File: config.mk
export PLATFORM = sky130hd
export DESIGN_NAME = rc4_ksa_swap
export DESIGN_NICKNAME = d
export VERILOG_FILES = /design/src/rtl/rc4_ksa_swap.sv
export SDC_FILE = /design/constraint.sdc
export NUM_CORES = 1
export LEC_CHECK = 0
export ABC_AREA = 1
export CORE_MARGIN = 8
export CORE_UTILIZATION = 58
export DETAILED_ROUTE_END_ITERATION = 10
export PLACE_DENSITY = 0.86
export SETUP_SLACK_MARGIN = 0.02
export SYNTH_ARGS = -nofsm -noshare
export SYNTH_HDL_FRONTEND = slang
export SYNTH_SLANG_ARGS = --single-unit
File: constraint.sdc
create_clock -name CLOCK_50 -period 13.95 [get_ports CLOCK_50]
set_input_delay 1.395 -clock CLOCK_50 [delete_from_list [all_inputs] [get_ports CLOCK_50]]
set_output_delay 1.395 -clock CLOCK_50 [all_outputs]
set_load 0.005 [all_outputs]
File: src/rtl/rc4_ksa_swap.sv
// RC4 key-scheduling swap phase: walks i = 0..255 over the S memory, swapping S[i] with S[j].
// Optional macro RC4_KSA_SKIP_SELF_SWAP_EN skips both write cycles whenever j == i.
module rc4_ksa_swap #(
    parameter int KEY_BYTES = 3
) (
    input  logic                   CLOCK_50,
    input  logic                   reset,
    input  logic                   start,
    input  logic [8*KEY_BYTES-1:0] secret_key,
    output logic [7:0]             address,
    output logic [7:0]             data,
    output logic                   wren,
    input  logic [7:0]             q,
    output logic                   busy,
    output logic                   done
);

    typedef enum logic [3:0] {
        IDLE,
        RD_I,
        WT_I,
        LD_I,
        WT_J,
        LD_J,
        WR_I,
        WR_J,
        NEXT,
        DONE
    } state_t;

    localparam logic [7:0] KEY_LEN = 8'(KEY_BYTES);

    state_t     state, state_next;
    logic [7:0] i, i_next;
    logic [7:0] j, j_next;
    logic [7:0] si, si_next;
    logic [7:0] sj, sj_next;
    logic [7:0] address_next;
    logic [7:0] data_next;
    logic       wren_next;
    logic       busy_next;
    logic       done_next;

    logic [7:0] key_idx;
    logic [7:0] key_byte;
    logic [7:0] j_sum;

    // Byte 0 of the key sits in the most significant byte of secret_key.
    assign key_idx = i % KEY_LEN;

    always_comb begin
        key_byte = 8'h00;
        for (int k = 0; k < KEY_BYTES; k++) begin
            if (key_idx == 8'(k)) begin
                key_byte = secret_key[8*(KEY_BYTES-k)-1 -: 8];
            end
        end
    end

    assign j_sum = j + q + key_byte;

    always_ff @(posedge CLOCK_50) begin
        if (reset) begin
            state   <= IDLE;
            i       <= 8'h00;
            j       <= 8'h00;
            si      <= 8'h00;
            sj      <= 8'h00;
            address <= 8'h00;
            data    <= 8'h00;
            wren    <= 1'b0;
            busy    <= 1'b0;
            done    <= 1'b0;
        end else begin
            state   <= state_next;
            i       <= i_next;
            j       <= j_next;
            si      <= si_next;
            sj      <= sj_next;
            address <= address_next;
            data    <= data_next;
            wren    <= wren_next;
            busy    <= busy_next;
            done    <= done_next;
        end
    end

    always_comb begin
        state_next   = state;
        i_next       = i;
        j_next       = j;
        si_next      = si;
        sj_next      = sj;
        address_next = address;
        data_next    = data;
        wren_next    = wren;
        busy_next    = busy;
        done_next    = 1'b0;

        case (state)
            IDLE: begin
                busy_next = 1'b0;
                if (start) begin
                    i_next     = 8'h00;
                    j_next     = 8'h00;
                    busy_next  = 1'b1;
                    state_next = RD_I;
                end
            end
            RD_I: begin
                address_next = i;
                wren_next    = 1'b0;
                state_next   = WT_I;
            end
            WT_I: state_next = LD_I;
            LD_I: begin
                si_next      = q;
                j_next       = j_sum;
                address_next = j_sum;
                state_next   = WT_J;
            end
            WT_J: state_next = LD_J;
            LD_J: begin
                sj_next    = q;
`ifdef RC4_KSA_SKIP_SELF_SWAP_EN
                state_next = (j == i) ? NEXT : WR_I;
`else
                state_next = WR_I;
`endif
            end
            WR_I: begin
                address_next = i;
                data_next    = sj;
                wren_next    = 1'b1;
                state_next   = WR_J;
            end
            WR_J: begin
                address_next = j;
                data_next    = si;
                wren_next    = 1'b1;
                state_next   = NEXT;
            end
            NEXT: begin
                wren_next = 1'b0;
                if (i == 8'hFF) begin
                    state_next = DONE;
                end else begin
                    i_next     = i + 8'h01;
                    state_next = RD_I;
                end
            end
            DONE: begin
                done_next  = 1'b1;
                busy_next  = 1'b0;
                state_next = IDLE;
            end
            default: begin
                wren_next  = 1'b0;
                busy_next  = 1'b0;
                state_next = IDLE;
            end
        endcase
    end

endmodule

# Word level (Yosys, flattened, before mapping)
# Cells that the tools add are included.
# totals
latch_bits	0
romBits	0
reg_bits	55
n_memories	0
ramBits	0
# classes
addsub	3
shifts	0
div_mod_pow	1
bitwise	0
order_cmp	0
n_reduce_logical	12
n_eq_ne	14
n_mux	16
n_mul	0
# ops
cell	n
$pmux W8 S2	3
$mux W8	5
$pmux W4 S9	1
$pmux W8 S3	1
$add A8 B8 Y8	2
$eq A4 B3 Y1 const B	4
$add A8 B1 Y8 const B	1
$eq A4 B2 Y1 const B	2
$eq A4 B4 Y1 const B	2
$eq A8 B1 Y1 const B	1
$eq A8 B2 Y1 const B	1
$eq A8 B8 Y1 const B	1
$logic_not A8 Y1	1
$mod A8 B2 Y8 const B	1
$mux W4	2
$reduce_or A8 Y1	1
$reduce_bool A2 Y1	3
$reduce_or A6 Y1	1
$eq A4 B1 Y1 const B	1
$logic_not A4 Y1	1
$ne A2 B2 Y1 const B	2
$pmux W1 S2	2
$reduce_or A2 Y1	2
$reduce_and A3 Y1	1
other kinds (3)	4

# Longest topological paths before layout
# Gate-level depths: netlist of run 1.
# logic_depth
depth_word	7
ltp_mapped	45
ltp_nobuf	44

# Least setup slack after synthesis of run 1
# No wires, ideal clock.
# synth_path
path_kind	reg-to-reg
start	register i[6]
end	register j[7]
n_path_buf	1
path_stages_with_launch	43
t_arrival_ns	5.143
setup_slack_ns	8.676
period_less_slack_ns	5.274
required_time_ns	13.819
path_cell_list	dfxtp_1 > nand2_1 > nand2_1 > nand3_2 > nand3_1 > nand2_1 > nand2_2 > nand4_2 > nand2_1 > nand2_2 > nand2_1 > inv_1 > ha_1 > a21oi_4 > nand2_4 > nand2_2 > nand2_1 > inv_1 > (+7 left out) > and2_1 > buf_2 > nand2_1 > nand3_1 > fa_1 > ha_1 > fa_1 > a21oi_1 > nor2_1 > nor2_1 > o21bai_1 > a21oi_1 > xor2_1 > inv_1 > nand4_1 > nand2_1 > nand2_1 > a21oi_2
# synth_between
elab_chain_cells	7
# synth_rtl
item	line	rtl
start, declared	34	logic [7:0] i, i_next;
start signal, assigned	76	i <= i_next;
$mod A8 B2 Y8 *	49	assign key_idx = i % KEY_LEN;
$logic_not A8 Y1	54	if (key_idx == 8'(k)) begin
$mux W8 (2 in a row)	54	
$mux W8 *	54	
$add A8 B8 Y8 *	60	assign j_sum = j + q + key_byte;
$pmux W8 S2 *	100	case (state)
end signal, assigned	77	j <= j_next;
end, declared	35	logic [7:0] j, j_next;
# Every way passes the cells marked *; elsewhere a longest branch is shown, timed or not.
# A chain may end at the register's enable or synchronous reset.

# Final worst setup path of run 1
# Same ends and word-level chain as after synthesis.

==> results of run 1 <==
[power by group through the flow]
stage                     combinational, uW  clock, uW  sequential [uW]
after floorplan                         134          0              182
after detailed placement                189          0              185
after global routing                    216        103              183
after CTS                               190       96.3              182
after global placement                  183          0              185
final                                   191       95.1              182
[metal layers]
layer / global-route usage / vias up / part of all wire
li1: - / 1663 / -
met1: 0.253 / 1564 / 0.43
met5: 0 / - / 0
met2: 0.361 / 139 / 0.49
met4: 0.0416 / 0 / 0.0095
met3: 0.0359 / 12 / 0.071
[flip-flops by register name (all words and copies together), names as in the netlist]
signal / flops
address: 8
data: 8
i: 8
j: 8
si: 8
sj: 8
state: 4
busy: 1
done: 1
wren: 1
[synthesized netlist by cell type (all sizes together) (2+ instances only)]
master  count  area, um2
a31oi       3       18.8
clkinv      2       7.51
a221oi      3       26.3
buf         5       23.8
nand3      35        215
xor2        5       43.8
fa          8        160
a211oi      3       22.5
nand4       6       50.0
inv        51        191
a21oi      42        233
nor4        3       18.8
nor2       77        292
xnor2       3       26.3
and2        2       12.5
o21bai      3       22.5
clkbuf      7       26.3
o21ai      46        253
dfxtp      55       1100
nand2      95        404
ha         11        138
nor3        5       25.0
[logic make-up (layout without fill, tap and decap cells)]
group / after synthesis / count (layout) / share of synthesized area
xor gates and xnor gates: 8 / 8 / 0.0209
DFF: 55 / 55 / 0.329
AOI/OAI and AO/OA: 105 / 105 / 0.183
buffers and inverters: 65 / 115 / 0.0744
adders and majority gates: 19 / 19 / 0.0889
and+or+nand+nor: 223 / 223 / 0.304
[worst register-to-register path, delay by kind of cell (launching register included)]
kind | cells | cell delay, ps
AOI/OAI and AO/OA | 6 | 810
xor gates and xnor gates | 1 | 190
adders and majority gates | 5 | 1460
buffers and inverters | 5 | 410
DFF | 1 | 490
and+or+nand+nor | 22 | 2430
[layout make-up]
| type | instances | area (um2) |
|---|---|---|
| flip-flops and latches | 55 | 1100 |
| clock inverters | 3 | 33.8 |
| repair buffers | 54 | 538 |
| clock buffers | 5 | 68.8 |
| multi-input cells | 355 | 2000 |
| well taps | 72 | 90.1 |
| fillers | 458 | 1510 |
| inverters | 53 | 199 |
[final timing paths]
path | start | to | slack [ps] | cells after the start
max reg2reg | i[6] | j[7] | 7990 | 39
max | i[6] | j[7] | 7990 | 39
min | busy | busy | 480 | 2
min reg2reg | busy | busy | 480 | 2
[metrics by stage]
step / total power, uW / hold WS (ps)
floorplan: 315 / 458
global placement: 368 / 460
detailed placement: 374 / 468
CTS: 468 / 485
global route: 502 / 503
finish: 468 / 481
==> flow_results.xml, run 1 <==
<?xml version="1.0" encoding="UTF-8"?>
<metrics>
  <group name="run_status">
    <metric name="run_status" unit="">complete, no violations</metric>
  </group>
  <group name="power_and_ir_drop">
    <metric name="p_int" unit="uW">288</metric>
    <metric name="power_switching" unit="uW">180</metric>
    <metric name="power.share.sequential" unit="">0.389</metric>
    <metric name="power.share.clock" unit="">0.203</metric>
    <metric name="pwr_density_cell" unit="nW/um2">116</metric>
    <metric name="comb_power_share" unit="">0.408</metric>
    <metric name="power.ir.vdd_worst" unit="uV">85.2</metric>
    <metric name="switching_share_of_power" unit="">0.385</metric>
    <metric name="power.leakage" unit="uW">0.00178</metric>
  </group>
  <group name="place">
    <metric name="io_buffers" unit="">53</metric>
    <metric name="globalplace.congestion" unit="">0.877</metric>
    <metric name="pre_cts_ws" unit="ps">8030</metric>
    <metric name="placed_area" unit="um2">3930</metric>
    <metric name="detailed_place_hpwl" unit="um">6710</metric>
    <metric name="placed_cells" unit="">589</metric>
  </group>
  <group name="logic_synthesis">
    <metric name="syn_inst" unit="">475</metric>
    <metric name="syn-mean-instance-area" unit="um2">7.05</metric>
    <metric name="synth_top_flop_cell" unit="">dfxtp_1</metric>
    <metric name="netlist_area" unit="um2">3350</metric>
    <metric name="synthArstFlopShare" unit="">0</metric>
    <metric name="synthesis.nets" unit="">529</metric>
    <metric name="synth-seq-area-share" unit="">0.329</metric>
    <metric name="yosysWarningCount" unit="">0</metric>
    <metric name="synth_cell_types" unit="">39</metric>
    <metric name="synth_edf_count" unit="">0</metric>
    <metric name="number_of_synthesized_register_bits" unit="">55</metric>
  </group>
  <group name="sta">
    <metric name="finalSetupViolations" unit="">0</metric>
    <metric name="fin_setup_tns" unit="ps">0</metric>
    <metric name="unrepaired_setup_endpoints_after_global_routing" unit="">false</metric>
    <metric name="timing.final.max_slew_violations" unit="">0</metric>
    <metric name="final.setup_skew" unit="ps">13.4</metric>
    <metric name="final.setup.worst_slack" unit="ps">7990</metric>
    <metric name="period_share" unit="">0.427</metric>
    <metric name="worst-slew-pin-transition" unit="ps">1130</metric>
    <metric name="timing_hold_violations_final" unit="">0</metric>
    <metric name="top_achievable_clock_speed" unit="GHz">0.168</metric>
    <metric name="period_minus_ws_final" unit="ps">5960</metric>
    <metric name="slew_headroom" unit="">0.246</metric>
  </group>
  <group name="worst_setup_path">
    <metric name="cpPeakStageDelay" unit="ps">490</metric>
    <metric name="worstPathBufferInverterCount" unit="">5</metric>
    <metric name="critPathTopFamily" unit="">simple AND/OR/NAND/NOR gates</metric>
    <metric name="critical_path_end_type" unit="">flip-flop</metric>
    <metric name="worstPathRequired" unit="ps">14110</metric>
    <metric name="critPathArrivalTime" unit="ps">6120</metric>
    <metric name="slowest_library_cell_on_the_worst_path" unit="">dfxtp_1</metric>
    <metric name="critical-path-top-cell-by-count" unit="">nand2_1</metric>
    <metric name="path_class" unit="">flip-flop to flip-flop</metric>
    <metric name="timing.critical_path.from_type" unit="">flip-flop</metric>
    <metric name="timing.critical_path.fanout_max" unit="">8</metric>
  </group>
  <group name="final_layout">
    <metric name="drive_gt1_frac" unit="">0.0762</metric>
    <metric name="areaGrowthSynthToFinish" unit="%">20.3</metric>
    <metric name="post-route-cell-area" unit="um2">4030</metric>
    <metric name="final_cell_count_no_fill" unit="">597</metric>
    <metric name="final_nets" unit="">578</metric>
    <metric name="diodes" unit="">0</metric>
    <metric name="layout.cells.most_common_list" unit="">nand2_1 (82), nor2_1 (76), dfxtp_1 (55)</metric>
    <metric name="final_core_util" unit="">0.727</metric>
    <metric name="final_common_cell" unit="">nand2_1</metric>
  </group>
  <group name="drt">
    <metric name="drtPass1Iterations" unit="">5</metric>
    <metric name="num_vias" unit="">3378</metric>
    <metric name="drcViolationCount" unit="">0</metric>
    <metric name="drtAntennaViolNets" unit="">0</metric>
    <metric name="viasPerCell" unit="">5.66</metric>
    <metric name="detailedRoute.firstIterationViolations" unit="">315</metric>
    <metric name="drt-total-wl" unit="um">8660</metric>
    <metric name="drt-wirelength-per-cell" unit="um">14.5</metric>
  </group>
  <group name="cts">
    <metric name="clk-insertion-delay-late" unit="ps">320</metric>
    <metric name="worst_setup_hold_path_clk_slew" unit="ps">100</metric>
    <metric name="cts_buffers" unit="">5</metric>
    <metric name="htree_levels" unit="">2</metric>
    <metric name="cts-root-buf" unit="">clkbuf_8</metric>
    <metric name="cts_hold_buf" unit="">0</metric>
    <metric name="postCtsSetupBuffers" unit="">0</metric>
    <metric name="postCtsResizedCells" unit="">0</metric>
    <metric name="clock_sink_count" unit="">55</metric>
    <metric name="ctsLongestPathBuffers" unit="">2</metric>
    <metric name="tritoncts" unit="">yes</metric>
  </group>
  <group name="die">
    <metric name="floorplan.core_area" unit="um2">5540</metric>
    <metric name="die_span_in_x" unit="um">92.0</metric>
    <metric name="dieArea" unit="um2">8460</metric>
    <metric name="io_pins" unit="">54</metric>
    <metric name="dieHeight" unit="um">92.0</metric>
    <metric name="initial_utilization" unit="">0.604</metric>
    <metric name="row_count" unit="">27</metric>
  </group>
  <group name="global_route">
    <metric name="initial_antenna_violation_count" unit="">0</metric>
    <metric name="first_global_vias" unit="">3167</metric>
    <metric name="grt_remaining_overflow" unit="">0</metric>
    <metric name="grt_util_overall" unit="">0.204</metric>
    <metric name="grt_first_pass_wirelength" unit="um">14500</metric>
    <metric name="maximum_number_of_pins_on_one_net_before_global_route_repair" unit="">28</metric>
  </group>
  <group name="run">
    <metric name="maxCapViolations" unit="">0</metric>
  </group>
  <group name="hold_path">
    <metric name="path_category_of_the_worst_min_delay_check" unit="">flip-flop to flip-flop</metric>
  </group>
</metrics>
Power figures use the tool's default switching activity.
==> run 2, diff against run 1 <==
- CORE_UTILIZATION: 58 -> 54
- PLACE_DENSITY: 0.86 -> 0.8
- clock period: 13.95 -> 5.85 ns (I/O delays scaled with it)
==> run 2 against run 1 <==
  * Design area increased by 4.3%
  * Register-to-register slack got worse by 7700 ps
  * Global-route usage decreased by 0.81 points
  * Non-clock buffer count increased by 12
  * Hold slack improved by 3.1 ps
  * Clock-buffer cell count unchanged
  * Clock power increased by 140%
  * Die area increased by 6.1%
  * Clock skew decreased by 3.9 ps
  * Critical path depth increased by 3
  * Combinational power increased to 2.5 times the previous value
  * Utilization decreased by 2.2 points
==> flow_results.xml, run 2 (synthesized netlist as in run 1, its figures left out) <==
<?xml version="1.0" encoding="UTF-8"?>
<metrics>
  <group name="run_status">
    <metric name="run_status" unit="">complete, no violations</metric>
  </group>
  <group name="place">
    <metric name="detailed_place_hpwl" unit="um">6550</metric>
    <metric name="pre_cts_ws" unit="ps">-74.3</metric>
    <metric name="placed_area" unit="um2">3940</metric>
    <metric name="io_buffers" unit="">53</metric>
    <metric name="globalplace.congestion" unit="">0.891</metric>
  </group>
  <group name="cts">
    <metric name="worst_setup_hold_path_clk_slew" unit="ps">100</metric>
    <metric name="ctsLongestPathBuffers" unit="">2</metric>
    <metric name="cts-root-buf" unit="">clkbuf_8</metric>
    <metric name="clk-insertion-delay-late" unit="ps">320</metric>
    <metric name="tritoncts" unit="">yes</metric>
    <metric name="htree_levels" unit="">2</metric>
    <metric name="cts_buffers" unit="">5</metric>
    <metric name="clock_sink_count" unit="">55</metric>
  </group>
  <group name="global_route">
    <metric name="grt_first_pass_wirelength" unit="um">14300</metric>
    <metric name="maximum_number_of_pins_on_one_net_before_global_route_repair" unit="">28</metric>
    <metric name="first_global_vias" unit="">3108</metric>
    <metric name="initial_antenna_violation_count" unit="">0</metric>
    <metric name="top_usage_layer" unit="">met2</metric>
    <metric name="use_met3" unit="">0.0349</metric>
    <metric name="grt_util_overall" unit="">0.196</metric>
    <metric name="grt_remaining_overflow" unit="">0</metric>
    <metric name="global_routing_usage_on_met1" unit="">0.251</metric>
    <metric name="grt_use_met2" unit="">0.333</metric>
  </group>
  <group name="power_and_ir_drop">
    <metric name="power_switching" unit="uW">439</metric>
    <metric name="power.leakage" unit="uW">0.00183</metric>
    <metric name="power.share.sequential" unit="">0.380</metric>
    <metric name="p_int" unit="uW">698</metric>
    <metric name="power" unit="uW">1140</metric>
    <metric name="switching_share_of_power" unit="">0.386</metric>
    <metric name="pwr_density_cell" unit="nW/um2">271</metric>
    <metric name="power.ir.vdd_worst" unit="uV">193</metric>
    <metric name="comb_power_share" unit="">0.420</metric>
    <metric name="power.share.clock" unit="">0.199</metric>
  </group>
  <group name="sta">
    <metric name="timing.final.max_slew_violations" unit="">0</metric>
    <metric name="period_minus_ws_final" unit="ps">5550</metric>
    <metric name="final.hold.worst_slack" unit="ps">484</metric>
    <metric name="final.setup.worst_slack" unit="ps">305</metric>
    <metric name="finalSetupViolations" unit="">0</metric>
    <metric name="slew_headroom" unit="">0.248</metric>
    <metric name="top_achievable_clock_speed" unit="GHz">0.180</metric>
    <metric name="period_share" unit="">0.948</metric>
    <metric name="final.setup_skew" unit="ps">9.45</metric>
    <metric name="timing_hold_violations_final" unit="">0</metric>
    <metric name="worst-slew-pin-transition" unit="ps">1120</metric>
  </group>
  <group name="drt">
    <metric name="drt-total-wl" unit="um">9070</metric>
    <metric name="drtPass1Iterations" unit="">5</metric>
    <metric name="viasPerCell" unit="">5.50</metric>
    <metric name="num_vias" unit="">3368</metric>
    <metric name="drcViolationCount" unit="">0</metric>
    <metric name="drtAntennaViolNets" unit="">0</metric>
    <metric name="drt-wirelength-per-cell" unit="um">14.8</metric>
    <metric name="detailedRoute.firstIterationViolations" unit="">266</metric>
  </group>
  <group name="final_layout">
    <metric name="final_nets" unit="">590</metric>
    <metric name="final_core_util" unit="">0.706</metric>
    <metric name="layout.cells.most_common_list" unit="">nand2_1 (77), nor2_1 (75), clkdlybuf4s50_1 (53)</metric>
    <metric name="post-route-cell-area" unit="um2">4200</metric>
    <metric name="final_common_cell" unit="">nand2_1</metric>
    <metric name="diodes" unit="">0</metric>
    <metric name="drive_gt1_frac" unit="">0.136</metric>
    <metric name="areaGrowthSynthToFinish" unit="%">25.5</metric>
  </group>
  <group name="worst_setup_path">
    <metric name="timing.critical_path.from_type" unit="">flip-flop</metric>
    <metric name="worstPathBufferInverterCount" unit="">6</metric>
    <metric name="critPathArrivalTime" unit="ps">5710</metric>
    <metric name="worstPathRequired" unit="ps">6020</metric>
    <metric name="slowest_library_cell_on_the_worst_path" unit="">fa_1</metric>
    <metric name="timing.critical_path.fanout_max" unit="">7</metric>
    <metric name="path_class" unit="">flip-flop to flip-flop</metric>
    <metric name="cpPeakStageDelay" unit="ps">420</metric>
    <metric name="critical-path-top-cell-by-count" unit="">nand2_2</metric>
    <metric name="critPathTopFamily" unit="">simple AND/OR/NAND/NOR gates</metric>
    <metric name="critical_path_end_type" unit="">flip-flop</metric>
  </group>
  <group name="die">
    <metric name="initial_utilization" unit="">0.562</metric>
    <metric name="dieArea" unit="um2">8980</metric>
    <metric name="floorplan.core_area" unit="um2">5960</metric>
    <metric name="die_span_in_x" unit="um">94.7</metric>
    <metric name="row_count" unit="">28</metric>
    <metric name="io_pins" unit="">54</metric>
    <metric name="dieHeight" unit="um">94.7</metric>
  </group>
  <group name="run">
    <metric name="maxCapViolations" unit="">0</metric>
  </group>
  <group name="hold_path">
    <metric name="path_category_of_the_worst_min_delay_check" unit="">flip-flop to flip-flop</metric>
  </group>
</metrics>
==> run 2: cell count changes in the layout (fill, tap and decap cells not counted), moves of 2 or more <==
| cell | previous run | this run |
|---|---|---|
| dfxtp_4 | 0 | 3 |
| buf_4 | 1 | 13 |
| nand2_2 | 10 | 15 |
| dfxtp_1 | 55 | 52 |
| and2_1 | 2 | 0 |
| nand3_2 | 3 | 6 |
| and2_4 | 0 | 2 |
| ha_2 | 0 | 3 |
| nand2_1 | 82 | 77 |
| ha_1 | 11 | 8 |
| nand3_1 | 30 | 27 |
==> run 2: area by class of cell <==
class / count / area, um2
multi-input cells: 355 / 2070
fillers: 511 / 1750
flip-flops and latches: 55 / 1110
repair buffers: 66 / 628
inverters: 53 / 201
well taps: 75 / 93.8
clock buffers: 5 / 68.8
clock inverters: 3 / 26.3
==> run 2: worst register-to-register path, delay by kind of cell, from the launching register on <==
family / cells / cell delay, ps
adders and majority gates: 5 / 1360
AOI/OAI and AO/OA: 6 / 870
DFF: 1 / 390
xor gates and xnor gates: 1 / 210
and+or+nand+nor: 24 / 2220
buffers and inverters: 6 / 400
==> run 2: what timing repair did <==
item | in CTS | in global routing
setup buffers | 0 | 11
hold buffers | 0 | 0
gates resized for setup | 4 | 26
setup endpoints to repair | 2 | 6
pin swaps | 0 | 9
==> run 2: power groups by stage <==
stage | registers, uW | logic, uW | clock network [uW]
after floorplan | 433 | 319 | 0
after global placement | 441 | 440 | 0
after detailed placement | 441 | 447 | 0
after CTS | 432 | 451 | 228
after global routing | 436 | 535 | 243
final | 432 | 478 | 227
==> run 2: worst paths after layout <==
check / startpoint / endpoint / slack, ps / depth (start not counted)
setup / recovery: i[6] / j[7] / 300 / 42
hold / removal: busy / busy / 480 / 2
setup reg to reg: i[6] / j[7] / 300 / 42
hold reg to reg: busy / busy / 480 / 2
==> run 2: layer usage <==
metal | part of all wire | routed length [um]
met4 | 0.016 | 146
met1 | 0.43 | 3940
met5 | 0 | 0
met2 | 0.49 | 4410
met3 | 0.063 | 572
==> run 2: stage by stage <==
step	instances	setup TNS, ps
after floorplan	475	0
after global placement	593	0
after detailed placement	593	-124
after CTS	601	0
after global routing	612	-79.4
final	612	0
==> run 3, diff against run 2 <==
- CORE_UTILIZATION: 54 -> 49
- PLACE_DENSITY: 0.8 -> 0.77
- REMOVE_ABC_BUFFERS: unset -> 1
- clock period: 5.85 -> 4.52 ns (I/O delays scaled with it)
==> run 3 against run 2 <==
  * The run now ends with setup timing left
  * Flip-flop and latch count unchanged
  * Clock-buffer cell count unchanged
  * Final cell count up 11%
  * Clock power up 29%
  * Critical path depth down 3
  * Clock skew down 3.2 ps
  * Sequential share of layout area down 3.7 points
  * Hold slack worse by 5.0 ps
  * Total power up 57%
  * Routed wire length up 18%
  * Setup slack worse by 1100 ps
==> flow_results.xml, run 3 (synthesized netlist as in run 1, its figures left out) <==
<?xml version="1.0" encoding="UTF-8"?>
<metrics>
  <group name="run_status">
    <metric name="run_status" unit="">complete, but fails checks</metric>
    <metric name="violations" unit="">setup timing</metric>
  </group>
  <group name="power_and_ir_drop">
    <metric name="power.share.sequential" unit="">0.309</metric>
    <metric name="pwr_density_cell" unit="nW/um2">365</metric>
    <metric name="power.ir.vdd_worst" unit="uV">256</metric>
    <metric name="power.leakage" unit="uW">0.00221</metric>
    <metric name="switching_share_of_power" unit="">0.388</metric>
    <metric name="comb_power_share" unit="">0.528</metric>
    <metric name="p_int" unit="uW">1090</metric>
    <metric name="power_switching" unit="uW">695</metric>
    <metric name="power.share.clock" unit="">0.163</metric>
    <metric name="power" unit="uW">1790</metric>
  </group>
  <group name="drt">
    <metric name="drt-total-wl" unit="um">10700</metric>
    <metric name="viasPerCell" unit="">5.50</metric>
    <metric name="detailedRoute.firstIterationViolations" unit="">256</metric>
    <metric name="drtAntennaViolNets" unit="">0</metric>
    <metric name="num_vias" unit="">3733</metric>
    <metric name="drt-wirelength-per-cell" unit="um">15.7</metric>
    <metric name="drcViolationCount" unit="">0</metric>
    <metric name="drtPass1Iterations" unit="">5</metric>
  </group>
  <group name="final_layout">
    <metric name="final_nets" unit="">652</metric>
    <metric name="post-route-cell-area" unit="um2">4900</metric>
    <metric name="layout.cells.most_common_list" unit="">buf_4 (74), nor2_1 (73), nand2_1 (67)</metric>
    <metric name="final_common_cell" unit="">buf_4</metric>
    <metric name="diodes" unit="">0</metric>
    <metric name="drive_gt1_frac" unit="">0.285</metric>
    <metric name="final_core_util" unit="">0.729</metric>
    <metric name="areaGrowthSynthToFinish" unit="%">46.4</metric>
  </group>
  <group name="sta">
    <metric name="top_achievable_clock_speed" unit="GHz">0.188</metric>
    <metric name="period_share" unit="">1.18</metric>
    <metric name="unrepaired_setup_endpoints_after_global_routing" unit="">true</metric>
    <metric name="worst-slew-pin-transition" unit="ps">676</metric>
    <metric name="fin_setup_tns" unit="ps">-6020</metric>
    <metric name="timing_hold_violations_final" unit="">0</metric>
    <metric name="slew_headroom" unit="">0.548</metric>
    <metric name="timing.final.max_slew_violations" unit="">0</metric>
    <metric name="final.setup.worst_slack" unit="ps">-795</metric>
    <metric name="period_minus_ws_final" unit="ps">5320</metric>
    <metric name="finalSetupViolations" unit="">11</metric>
    <metric name="final.setup_skew" unit="ps">6.23</metric>
  </group>
  <group name="cts">
    <metric name="cts_buffers" unit="">5</metric>
    <metric name="worst_setup_hold_path_clk_slew" unit="ps">110</metric>
    <metric name="ctsLongestPathBuffers" unit="">2</metric>
    <metric name="clk-insertion-delay-late" unit="ps">310</metric>
    <metric name="cts_hold_buf" unit="">0</metric>
    <metric name="htree_levels" unit="">2</metric>
    <metric name="cts-root-buf" unit="">clkbuf_8</metric>
    <metric name="clock_sink_count" unit="">55</metric>
    <metric name="tritoncts" unit="">yes</metric>
  </group>
  <group name="die">
    <metric name="row_count" unit="">30</metric>
    <metric name="initial_utilization" unit="">0.498</metric>
    <metric name="floorplan.core_area" unit="um2">6720</metric>
    <metric name="dieArea" unit="um2">9730</metric>
    <metric name="dieHeight" unit="um">98.7</metric>
    <metric name="die_span_in_x" unit="um">98.7</metric>
    <metric name="io_pins" unit="">54</metric>
  </group>
  <group name="worst_setup_path">
    <metric name="worstPathRequired" unit="ps">4770</metric>
    <metric name="r2r_setup_slack" unit="ps">-800</metric>
    <metric name="slowest_library_cell_on_the_worst_path" unit="">fa_1</metric>
    <metric name="critical-path-top-cell-by-count" unit="">nand2_2</metric>
    <metric name="path_class" unit="">flip-flop to flip-flop</metric>
    <metric name="timing.critical_path.fanout_max" unit="">8</metric>
    <metric name="critical_path_end_type" unit="">flip-flop</metric>
    <metric name="critPathArrivalTime" unit="ps">5560</metric>
    <metric name="reg2reg_depth" unit="">39</metric>
    <metric name="crit-reg2reg-capture" unit="">j[6]</metric>
    <metric name="timing.critical_path.from_type" unit="">flip-flop</metric>
    <metric name="rr_startpoint" unit="">i[6]</metric>
    <metric name="cpPeakStageDelay" unit="ps">420</metric>
  </group>
  <group name="global_route">
    <metric name="maximum_number_of_pins_on_one_net_before_global_route_repair" unit="">25</metric>
    <metric name="grt_use_met2" unit="">0.387</metric>
    <metric name="initial_antenna_violation_count" unit="">0</metric>
    <metric name="global_routing_usage_on_met1" unit="">0.233</metric>
    <metric name="top_usage_layer" unit="">met2</metric>
    <metric name="grt_first_pass_wirelength" unit="um">17000</metric>
    <metric name="grt_util_overall" unit="">0.210</metric>
    <metric name="grt_remaining_overflow" unit="">0</metric>
    <metric name="use_met3" unit="">0.0338</metric>
    <metric name="first_global_vias" unit="">3780</metric>
  </group>
  <group name="hold_path">
    <metric name="launch_point_of_the_worst_hold_path" unit="">busy</metric>
    <metric name="path_category_of_the_worst_min_delay_check" unit="">flip-flop to flip-flop</metric>
    <metric name="worstHoldPathCells" unit="">2</metric>
    <metric name="worst_hold_path.endpoint" unit="">busy</metric>
  </group>
  <group name="place">
    <metric name="placed_area" unit="um2">4280</metric>
    <metric name="globalplace.congestion" unit="">0.940</metric>
    <metric name="detailed_place_hpwl" unit="um">7160</metric>
    <metric name="io_buffers" unit="">53</metric>
  </group>
  <group name="run">
    <metric name="maxCapViolations" unit="">0</metric>
  </group>
</metrics>
[run 3: cell count changes in the layout (fill, tap and decap cells not counted), moves of 3 or more]
| cell | before | now |
|---|---|---|
| a21oi_1 | 37 | 32 |
| a21oi_2 | 3 | 8 |
| buf_4 | 13 | 74 |
| ha_2 | 3 | 0 |
| ha_4 | 0 | 3 |
| inv_1 | 46 | 43 |
| nand2_1 | 77 | 67 |
| nand2_2 | 15 | 21 |
| nand2_4 | 3 | 7 |
| nand3_1 | 27 | 19 |
| nand3_2 | 6 | 13 |
| xor2_1 | 5 | 2 |
[run 3: power by group through the flow]
stage | registers [uW] | logic [uW] | clock network [uW]
after global routing | 556 | 1020 | 315
after CTS | 552 | 837 | 294
after floorplan | 560 | 404 | 0
after detailed placement | 563 | 698 | 0
final | 553 | 943 | 292
after global placement | 563 | 671 | 0
[run 3: metal layers]
layer  vias to the layer above  part of all wire
li1                       1805                 -
met1                      1782              0.39
met2                       115              0.54
met3                        31             0.050
met4                         0             0.027
met5                         -                 0
[run 3: critical path, delay by kind of cell (launching register included)]
family	cells	cell delay [ps]
xor gates and xnor gates	1	190
adders and majority gates	4	1070
AOI/OAI and AO/OA	7	1060
and+or+nand+nor	19	1810
buffers and inverters	8	710
DFF	1	400
[run 3: layout make-up]
type | count | area (um2)
Inverter | 53 | 204
Timing Repair Buffer | 128 | 1100
Clock buffer | 5 | 68.8
Sequential cell | 55 | 1110
Tap cell | 80 | 100
Fill cell | 489 | 1820
Multi-Input combinational cell | 355 | 2290
Clock inverter | 3 | 28.8
[run 3: stage by stage]
| stage | setup WS [ps] | hold WS (ps) | std cells |
|---|---|---|---|
| final | -795 | 479 | 679 |
| after floorplan | -734 | 452 | 463 |
| after CTS | -517 | 482 | 676 |
| after global placement | -717 | 467 | 643 |
| after global routing | -1100 | 502 | 679 |
| after detailed placement | -961 | 465 | 643 |
[run 3: what timing repair did]
action	4_1_cts	5_1_grt
pin swaps	33	14
buffers inserted	26	3
setup endpoints to repair	12	12
hold endpoints to repair	0	0
resized for setup	50	27
[run 3: worst max-delay path by stage]
| stage | startpoint | cells past startpoint | slack [ps] | end |
|---|---|---|---|---|
| floorplan | i[6] | 41 | -730 | address[7] |
| global placement | i[6] | 40 | -720 | address[7] |
| detailed placement | i[6] | 39 | -960 | address[7] |
| CTS | i[6] | 38 | -520 | address[7] |
| global route | i[6] | 39 | -1100 | j[6] |
| finish | i[6] | 39 | -800 | j[6] |
